File: src/rtl/key_scan.sv
// key_scan: 4x4 keypad scanner with frame-based debounce.
//
// One column is strobed low at a time; each column slot lasts 2^(N-2) clk
// cycles. The synchronized rows are sampled once at the end of each slot.
// The four samples of a frame are folded into a hit count and a key code.
// A debounce FSM runs once per frame end and accepts a press or a release
// after DB_FRAMES consecutive agreeing frames. Frames with two or more keys
// are treated like frames with no key, so no ghost key is reported.
//
// Ports:
//   clk          rising-edge clock
//   rst_n        asynchronous active-low reset
//   row[3:0]     keypad row returns, active-low, asynchronous to clk
//   col[3:0]     column strobes, active-low, exactly one bit low
//   key_code     last accepted key, {col_idx[1:0], row_idx[1:0]}
//   key_valid    one-clk pulse when a press is accepted
//   key_release  one-clk pulse when a release is accepted
//   key_down     high while the accepted key is held
module key_scan #(
  parameter int N         = 18,
  parameter int DB_FRAMES = 4
) (
  input  logic       clk,
  input  logic       rst_n,
  input  logic [3:0] row,
  output logic [3:0] col,
  output logic [3:0] key_code,
  output logic       key_valid,
  output logic       key_release,
  output logic       key_down
);

  typedef enum logic [1:0] {IDLE, CAND, PRESSED, REL} state_t;

  localparam logic [4:0] DB = 5'(DB_FRAMES);

  // Row synchronizer; resets to "no key pressed".
  logic [3:0] row_meta;
  logic [3:0] rows_s;

  // Scan counter.
  logic [N-1:0] q;
  logic [N-1:0] q_nxt;
  logic [1:0]   col_idx;
  logic [1:0]   col_idx_nxt;
  logic         sample;
  logic         frame_end;

  // Frame accumulator.
  logic [1:0] hits;
  logic [3:0] last_code;
  logic [2:0] slot_pop;
  logic [1:0] slot_row;
  logic [3:0] raw_sum;
  logic [1:0] hits_sum;
  logic [3:0] code_sum;
  logic       frame_single;

  // Debounce FSM.
  state_t     state, state_nxt;
  logic [3:0] cnt, cnt_nxt;
  logic [3:0] cand, cand_nxt;
  logic [4:0] cnt_inc;
  logic [3:0] key_code_nxt;
  logic       key_down_nxt;
  logic       key_valid_nxt;
  logic       key_release_nxt;

  assign q_nxt       = q + N'(1);
  assign col_idx     = q[N-1:N-2];
  assign col_idx_nxt = q_nxt[N-1:N-2];
  assign sample      = &q[N-3:0];
  assign frame_end   = sample && (col_idx == 2'd3);

  // NOTE: sequential state uses non-blocking assignments so every register
  // samples pre-edge values, independent of block ordering.
  always_ff @(posedge clk or negedge rst_n) begin
    if (!rst_n) begin
      row_meta <= 4'b1111;
      rows_s   <= 4'b1111;
      q        <= '0;
      col      <= 4'b1110;
    end else begin
      row_meta <= row;
      rows_s   <= row_meta;
      q        <= q_nxt;
      // Decoded from the next count so col always matches the current slot.
      col      <= ~(4'b0001 << col_idx_nxt);
    end
  end

  // Fold this slot's sample into the running frame totals.
  // NOTE: every combinational output gets a default first, so no path
  // leaves it unassigned and no latch is inferred.
  always_comb begin
    slot_pop = '0;
    slot_row = '0;
    for (int r = 3; r >= 0; r--) begin
      if (!rows_s[r]) begin
        slot_pop = slot_pop + 3'd1;
        slot_row = 2'(r);
      end
    end
    raw_sum  = {2'b00, hits} + {1'b0, slot_pop};
    hits_sum = (raw_sum >= 4'd2) ? 2'd2 : raw_sum[1:0];
    code_sum = (slot_pop != 3'd0) ? {col_idx, slot_row} : last_code;
  end

  // The slot-3 sample belongs to the frame it closes, so classification uses
  // the folded totals rather than the stored ones.
  assign frame_single = frame_end && (hits_sum == 2'd1);

  always_ff @(posedge clk or negedge rst_n) begin
    if (!rst_n) begin
      hits      <= '0;
      last_code <= '0;
    end else if (sample) begin
      if (frame_end) begin
        hits      <= '0;
        last_code <= '0;
      end else begin
        hits      <= hits_sum;
        last_code <= code_sum;
      end
    end
  end

  assign cnt_inc = {1'b0, cnt} + 5'd1;

  always_comb begin
    state_nxt       = state;
    cnt_nxt         = cnt;
    cand_nxt        = cand;
    key_code_nxt    = key_code;
    key_down_nxt    = key_down;
    key_valid_nxt   = 1'b0;
    key_release_nxt = 1'b0;
    if (frame_end) begin
      unique case (state)
        IDLE: begin
          if (frame_single) begin
            cand_nxt = code_sum;
            cnt_nxt  = 4'd1;
            if (DB_FRAMES == 1) begin
              state_nxt     = PRESSED;
              key_code_nxt  = code_sum;
              key_down_nxt  = 1'b1;
              key_valid_nxt = 1'b1;
            end else begin
              state_nxt = CAND;
            end
          end
        end
        CAND: begin
          if (frame_single && (code_sum == cand)) begin
            cnt_nxt = cnt_inc[3:0];
            if (cnt_inc == DB) begin
              state_nxt     = PRESSED;
              key_code_nxt  = cand;
              key_down_nxt  = 1'b1;
              key_valid_nxt = 1'b1;
            end
          end else begin
            state_nxt = IDLE;
            cnt_nxt   = 4'd0;
          end
        end
        PRESSED: begin
          if (!(frame_single && (code_sum == key_code))) begin
            cnt_nxt = 4'd1;
            if (DB_FRAMES == 1) begin
              state_nxt       = IDLE;
              cnt_nxt         = 4'd0;
              key_down_nxt    = 1'b0;
              key_release_nxt = 1'b1;
            end else begin
              state_nxt = REL;
            end
          end
        end
        REL: begin
          if (frame_single && (code_sum == key_code)) begin
            // A single missing frame is a glitch, not a release.
            state_nxt = PRESSED;
          end else if (cnt_inc == DB) begin
            state_nxt       = IDLE;
            cnt_nxt         = 4'd0;
            key_down_nxt    = 1'b0;
            key_release_nxt = 1'b1;
          end else begin
            cnt_nxt = cnt_inc[3:0];
          end
        end
        default: state_nxt = IDLE;
      endcase
    end
  end

  always_ff @(posedge clk or negedge rst_n) begin
    if (!rst_n) begin
      state       <= IDLE;
      cnt         <= '0;
      cand        <= '0;
      key_code    <= '0;
      key_down    <= 1'b0;
      key_valid   <= 1'b0;
      key_release <= 1'b0;
    end else begin
      state       <= state_nxt;
      cnt         <= cnt_nxt;
      cand        <= cand_nxt;
      key_code    <= key_code_nxt;
      key_down    <= key_down_nxt;
      key_valid   <= key_valid_nxt;
      key_release <= key_release_nxt;
    end
  end

endmodule
File: config.mk
export PLATFORM = sky130hd
export DESIGN_NAME = key_scan
export DESIGN_NICKNAME = d
export VERILOG_FILES = /design/src/rtl/key_scan.sv
export SDC_FILE = /design/constraint.sdc
export NUM_CORES = 1
export LEC_CHECK = 0
export ABC_AREA = 1
export CAP_MARGIN = 20
export CELL_PAD_IN_SITES_DETAIL_PLACEMENT = 1
export CELL_PAD_IN_SITES_GLOBAL_PLACEMENT = 2
export CORE_MARGIN = 2
export CORE_UTILIZATION = 36
export DETAILED_ROUTE_END_ITERATION = 8
export MAX_ROUTING_LAYER = met4
export PLACE_DENSITY_LB_ADDON = 0.1
export SYNTH_ARGS = -nofsm -noshare
export SYNTH_HDL_FRONTEND = slang
export SYNTH_SLANG_ARGS = --single-unit
File: constraint.sdc
create_clock -name clk -period 3.8 [get_ports clk]
set_clock_uncertainty 0.05 [all_clocks]
set_input_delay 0.57 -clock clk [delete_from_list [all_inputs] [get_ports clk]]
set_output_delay 0.57 -clock clk [all_outputs]
set_load 0.02 [all_outputs]
Word level (Yosys, flattened, before mapping)
Cells that the tools add are included.
{ "totals": {"out_inout_bits": 11, "word_cells": 88, "input_bits": 6, "ff_bits": 53} }
{ "classes": {"add_sub_neg": 6, "reduce_logical": 13, "eq_ne": 16, "order_cmp": 1, "n_mux": 37, "bitwise_logic": 1, "shift": 1} }
{ "ops": {"columns": ["operator", "count"], "rows": [
  ["4-bit 2-to-1 mux", 7],
  ["2-bit 2-to-1 mux", 12],
  ["18-bit by 1-bit adder with 18-bit output, second input constant", 1],
  ["4-bit one-hot mux with 4 select lines", 1],
  ["16-bit AND reduction", 1],
  ["1-bit 2-to-1 mux", 12],
  ["2-bit != test, second input constant", 6],
  ["3-bit by 1-bit adder with 3-bit output, second input constant", 3],
  ["3-bit 2-to-1 mux", 3],
  ["4-bit equality test", 2],
  ["2-bit one-hot mux with 4 select lines", 1],
  ["4-bit AND reduction", 2],
  ["2-bit equality test, second input constant", 3],
  ["3-bit != test, second input constant", 2],
  ["6-bit AND reduction", 1],
  ["4-bit by 1-bit adder with 5-bit output, second input constant", 1],
  ["5-bit by 3-bit equality test with 1-bit output, second input constant", 1],
  ["5-bit AND reduction", 1],
  ["2-bit by 3-bit adder with 4-bit output", 1],
  ["2-bit by 1-bit equality test with 1-bit output, second input constant", 2],
  ["4-bit by 2-bit >= comparator with 1-bit output, second input constant", 1],
  ["1-bit logical AND", 4],
  ["4-bit NOT", 1],
  ["1-bit by 2-bit left shift with 4-bit output, first input constant", 1],
  ["other kinds (5)", 5]
]} }

Longest topological paths before layout
{ "logic_depth": {"depth_word": 16, "ltp_mapped": 26} }

Worst setup path before layout
OpenSTA, ideal clock, no wires.
{ "synth_path": {"path_kind": "reg-to-reg", "start": "register rows_s[2]", "end": "register state[0]", "path_slack_ns": 0.441, "path_stages_with_launch": 23, "t_arrival_ns": 3.192, "period_less_slack_ns": 3.359, "required_ns": 3.633, "setup_ns": 0.117, "cell_sequence": "dfstp_2 inv_1 ha_1 inv_1 nand2_1 nand2_1 ha_1 or2_2 nand2_4 inv_1 fa_1 inv_1 nand3_1 inv_2 nand2_2 nor2_1 nand2_1 nor2_4 a21oi_1 nor2_2 nand2_2 nand2_1 nand2_1"} }
{ "synth_via": {"elab_chain_len": 13, "word_cells_on_any_way": 27, "cone_classes": "add/sub (3); order compare (1); eq/ne (7); mux (11); reduce/logical (5)"} }
{ "synth_rtl": {"columns": ["element", "line_no", "text"], "rows": [
  ["from (decl)", "39", "logic [3:0] rows_s;"],
  ["from (signal assigned)", "85", "rows_s <= row_meta;"],
  ["3-bit 2-to-1 mux", "99", "if (!rows_s[r]) begin"],
  ["3-bit by 1-bit adder with 3-bit output", "100", "slot_pop = slot_pop + 3'd1;"],
  ["3-bit 2-to-1 mux", "99", null],
  ["3-bit by 1-bit adder with 3-bit output", "100", null],
  ["3-bit 2-to-1 mux", "99", null],
  ["2-bit by 3-bit adder with 4-bit output", "104", "raw_sum = {2'b00, hits} + {1'b0, slot_pop};"],
  ["4-bit by 2-bit >= comparator with 1-bit output", "105", "hits_sum = (raw_sum >= 4'd2) ? 2'd2 : raw_sum[1:0];"],
  ["2-bit 2-to-1 mux", "105", null],
  ["2-bit by 1-bit equality test with 1-bit output", "111", "assign frame_single = frame_end && (hits_sum == 2'd1);"],
  ["1-bit logical AND", "111", null],
  ["1-bit logical AND (on tied branches)", "169, 182, 155", null],
  ["3-bit != test (no line) (tied with other cells)", null, null],
  ["5-bit AND reduction (no line) / 2-bit one-hot mux with 4 select lines (equally long branches)", null, null],
  ["to (signal assigned)", "209", "state <= state_nxt;"],
  ["to (decl)", "60", "state_t state, state_nxt;"]
]} }
Parallel ways exist; a longest one is shown, timed or not.
A chain may end at the register's enable or synchronous reset.

Final worst setup path
{ "layout_path": {"start": "register rows_s[2]", "end": "register cnt[0]"} }
{ "layout_via": {"elab_chain_len": 13, "word_cells_on_any_way": 25, "cone_classes": "add/sub (3); order compare (1); eq/ne (6); mux (10); reduce/logical (5)"} }
{ "layout_rtl": {"columns": ["element", "line_no", "text"], "rows": [
  ["3-bit 2-to-1 mux", "99", null],
  ["3-bit by 1-bit adder with 3-bit output", "100", null],
  ["3-bit 2-to-1 mux", "99", null],
  ["3-bit by 1-bit adder with 3-bit output", "100", null],
  ["3-bit 2-to-1 mux", "99", null],
  ["2-bit by 3-bit adder with 4-bit output", "104", null],
  ["4-bit by 2-bit >= comparator with 1-bit output", "105", null],
  ["2-bit 2-to-1 mux", "105", null],
  ["2-bit by 1-bit equality test with 1-bit output", "111", null],
  ["1-bit logical AND", "111", null],
  ["1-bit logical AND (on tied branches)", "155, 169, 182", null],
  ["4-bit 2-to-1 mux / 2-bit != test (equally long branches)", null, null],
  ["4-bit one-hot mux with 4 select lines / 4-bit AND reduction (equally long branches)", null, null],
  ["to (signal assigned)", "210", "cnt <= cnt_nxt;"],
  ["to (decl)", "61", "logic [3:0] cnt, cnt_nxt;"]
]} }
Parallel ways exist; a longest one is shown, timed or not.

==> results.md <==
- Run status: finished clean
- Worst-Margin Slew: 0.500 ns
- Final WS setup: 0.353 ns
- Avg WL per Cell: 13.9 um
- CP max-delay cell: dfstp_2
- Core area: 7810 um2
- CTS HTree Levels: 2
- Total CTS buffers: 5
- Placement Rows: 32
- FF-to-FF setup slack: 0.35 ns
- CP most frequent cell: nand2_1
- Top Ports: 17
- Clk Latency, worst-skew pair: 0.32 ns
- Worst path buffer plus inverter count: 6
- Mapped cell area: 2930 um2
- Commonest non-fill, non-tap cell in the layout: nand2_1
- Crit-path leading delay family: simple AND/OR/NAND/NOR gates
- ANT cells: 0
- # Max-Cap Violations: 0
- Hold Buf Count CTS: 0
- Slew HR: 0.666
- Largest net degree at the start of global routing: 34
- RR Startpoint: rows_s[2]
- DR DRC count: 0
- DR iter-0 viols: 104
- Worst-path clk slew: 0.11 ns
- Worst Setup EP: cnt[0]
- Final period util: 0.907
- Critical Path RT: 3.98 ns
- Cells after Synth: 353
- Max-slew violations: 0
- Reg2Reg Depth: 26
- Worst Setup Start Kind: register
- Arr. time, crit path: 3.62 ns
- Routed WL: 6730 um
- Final setup vio count: 0
- CTS Root Cell: clkbuf_8
- Die Wd: 94.2 um
- Setup TNS: 0 ns
- Nets: 395
- Pwr Density: 311 nW/um2
- Crit path launch: rows_s[2]
- Initial DRT Pass Iterations: 4
- Fill cells: 967
- Area grow syn2layout: 15.3%
- Cell variety after synth: 32
- Levels on crit path: 26
- DR vias/cell: 4.75
- RePlAce Congestion: 0.774
- Fmax: 290 MHz
- First-pass GRT wire length: 11,500 um
- Initial Util: 0.375
- Post-synth top flop: dfrtp_1
- DIE HEIGHT: 94.2 um
- Post-synth ARST share: 1.00
- Setup Crit Path Kind: reg -> reg
- Commonest cells after routing, fill and taps aside: nand2_1 (92), inv_1 (44), dfrtp_1 (42)
- Clk buf depth: 2
- Synth Register Bits: 53
- Syn avg cell area: 8.29 um2
- Clock Sinks: 53
- Register area share after synthesis: 0.458
- Gr ovfl total: 0
- Share of cells above drive strength 1: 0.197
- Port bufs: 16
- DR vias: 2,295
- Pre-CTS WS: 0.197 ns
- RSZ-0062 raised after global routing: no
- Syn. warnings: 0
- EDFF count, synth: 0
- CP max FO: 5
- Initial antenna violation count: 0
- Final ANT Viol Nets: 0
- HPWL after detailed placement: 5210 um
- Footprint of the multi-input gates: 1420 um2
- Fin crit period: 3.45 ns
- CP max stage delay: 0.56 ns
- Worst r2r dst: cnt[0]
- Worst setup EP type: register
- Leakage: 1.63 nW
- Synth Net Count: 368
- CTS tree: built
- Worst hold path type: in -> async
- Final Hold Violating Endpoints: 0
- Number of global-route vias before repair: 2,362
- Total power draw: 0.00105 W
- Die area: 8870 um2
- Max rail drop VDD: 0.000148 V
- Seq. cell area: 1340 um2
- Overall routing resource usage: 0.174
==> report_power, final <==
group / switching (W) / internal (W)
sequential: 0.00000296 / 0.000572
combinational: 0.0000838 / 0.0000391
clock: 0.000214 / 0.000138
total: 0.000301 / 0.000749
==> per-layer routing <==
| metal | global-route usage | vias to the layer above | routed length (um) |
|---|---|---|---|
| met2 | 0.276 | 21 | 3190 |
| met3 | 0.0241 | 6 | 146 |
| li1 | - | 1166 | - |
| met4 | 0.0507 | 0 | 91 |
| met1 | 0.233 | 1102 | 3290 |
| met5 | - | - | 0 |
==> cell usage after synthesis, types with 8 or more instances <==
library cell,number,share of area
xor2_1,14,0.042
nand3_1,27,0.046
nand2_2,12,0.026
inv_2,8,0.010
nor2_1,24,0.031
nor2_2,10,0.021
dfstp_2,11,0.099
dfrtp_1,42,0.36
inv_1,44,0.056
o21ai_0,10,0.017
nand2_1,93,0.12
ha_1,8,0.034
==> worst min path at each step <==
stage / cells past startpoint / slack (ns) / startpoint / to
after floorplan: 0 / 0.22 / rst_n / cand[0]
after global placement: 0 / 0.30 / row_meta[3] / rows_s[3]
after global routing: 1 / 0.17 / rst_n / q[11]
after detailed placement: 0 / 0.30 / row_meta[1] / rows_s[1]
after CTS: 1 / 0.16 / rst_n / q[10]
final: 1 / 0.15 / rst_n / q[10]
==> metrics by stage <==
stage / cells / hold slack (ns) / util / instance area, um2
floorplan: 353 / 0.224 / - / 2930
global placement: 472 / 0.297 / 0.413 / 3220
detailed placement: 472 / 0.297 / 0.413 / 3220
CTS: 480 / 0.159 / 0.425 / 3320
global route: 483 / 0.166 / 0.433 / 3380
finish: 483 / 0.152 / 0.433 / 3380
==> worst reg2reg max path, delay by kind of cell (launching register included) <==
kind	cells	cell delay, ns
and+or+nand+nor	17	1.57
adders and majority gates	3	0.83
buffers and inverters	6	0.33
DFF	1	0.56
==> cell type report <==
| class | instances | share of cell area |
|---|---|---|
| Multi-Input combinational cell | 246 | 0.420 |
| Sequential cell | 53 | 0.397 |
| Inverter | 53 | 0.0593 |
| Timing Repair Buffer | 21 | 0.0571 |
| Tap cell | 102 | 0.0378 |
| Clock buffer | 5 | 0.0204 |
| Clock inverter | 3 | 0.00852 |
==> logic make-up after synthesis <==
logic type      share of synthesized area
compound gates                     0.0385
xor+xnor                           0.0509
fa+ha+maj                          0.0410
buf+inv                            0.0697
flops                               0.458
simple gates                        0.342
==> sequential cells by signal, indices dropped and copies added (netlist names) <==
signal / count
cand: 4
cnt: 4
col: 4
hits: 2
key_code: 4
key_down: 1
key_release: 1
key_valid: 1
last_code: 4
q: 18
row_meta: 4
rows_s: 4
state: 2
==> repair_timing <==
action                                  4_1_cts  5_1_grt
setup buffers                                 0        3
gates resized for setup                       0        7
endpoints found under the setup margin        0       11
hold endpoints to repair                      0        0
Power figures use the tool's default switching activity.
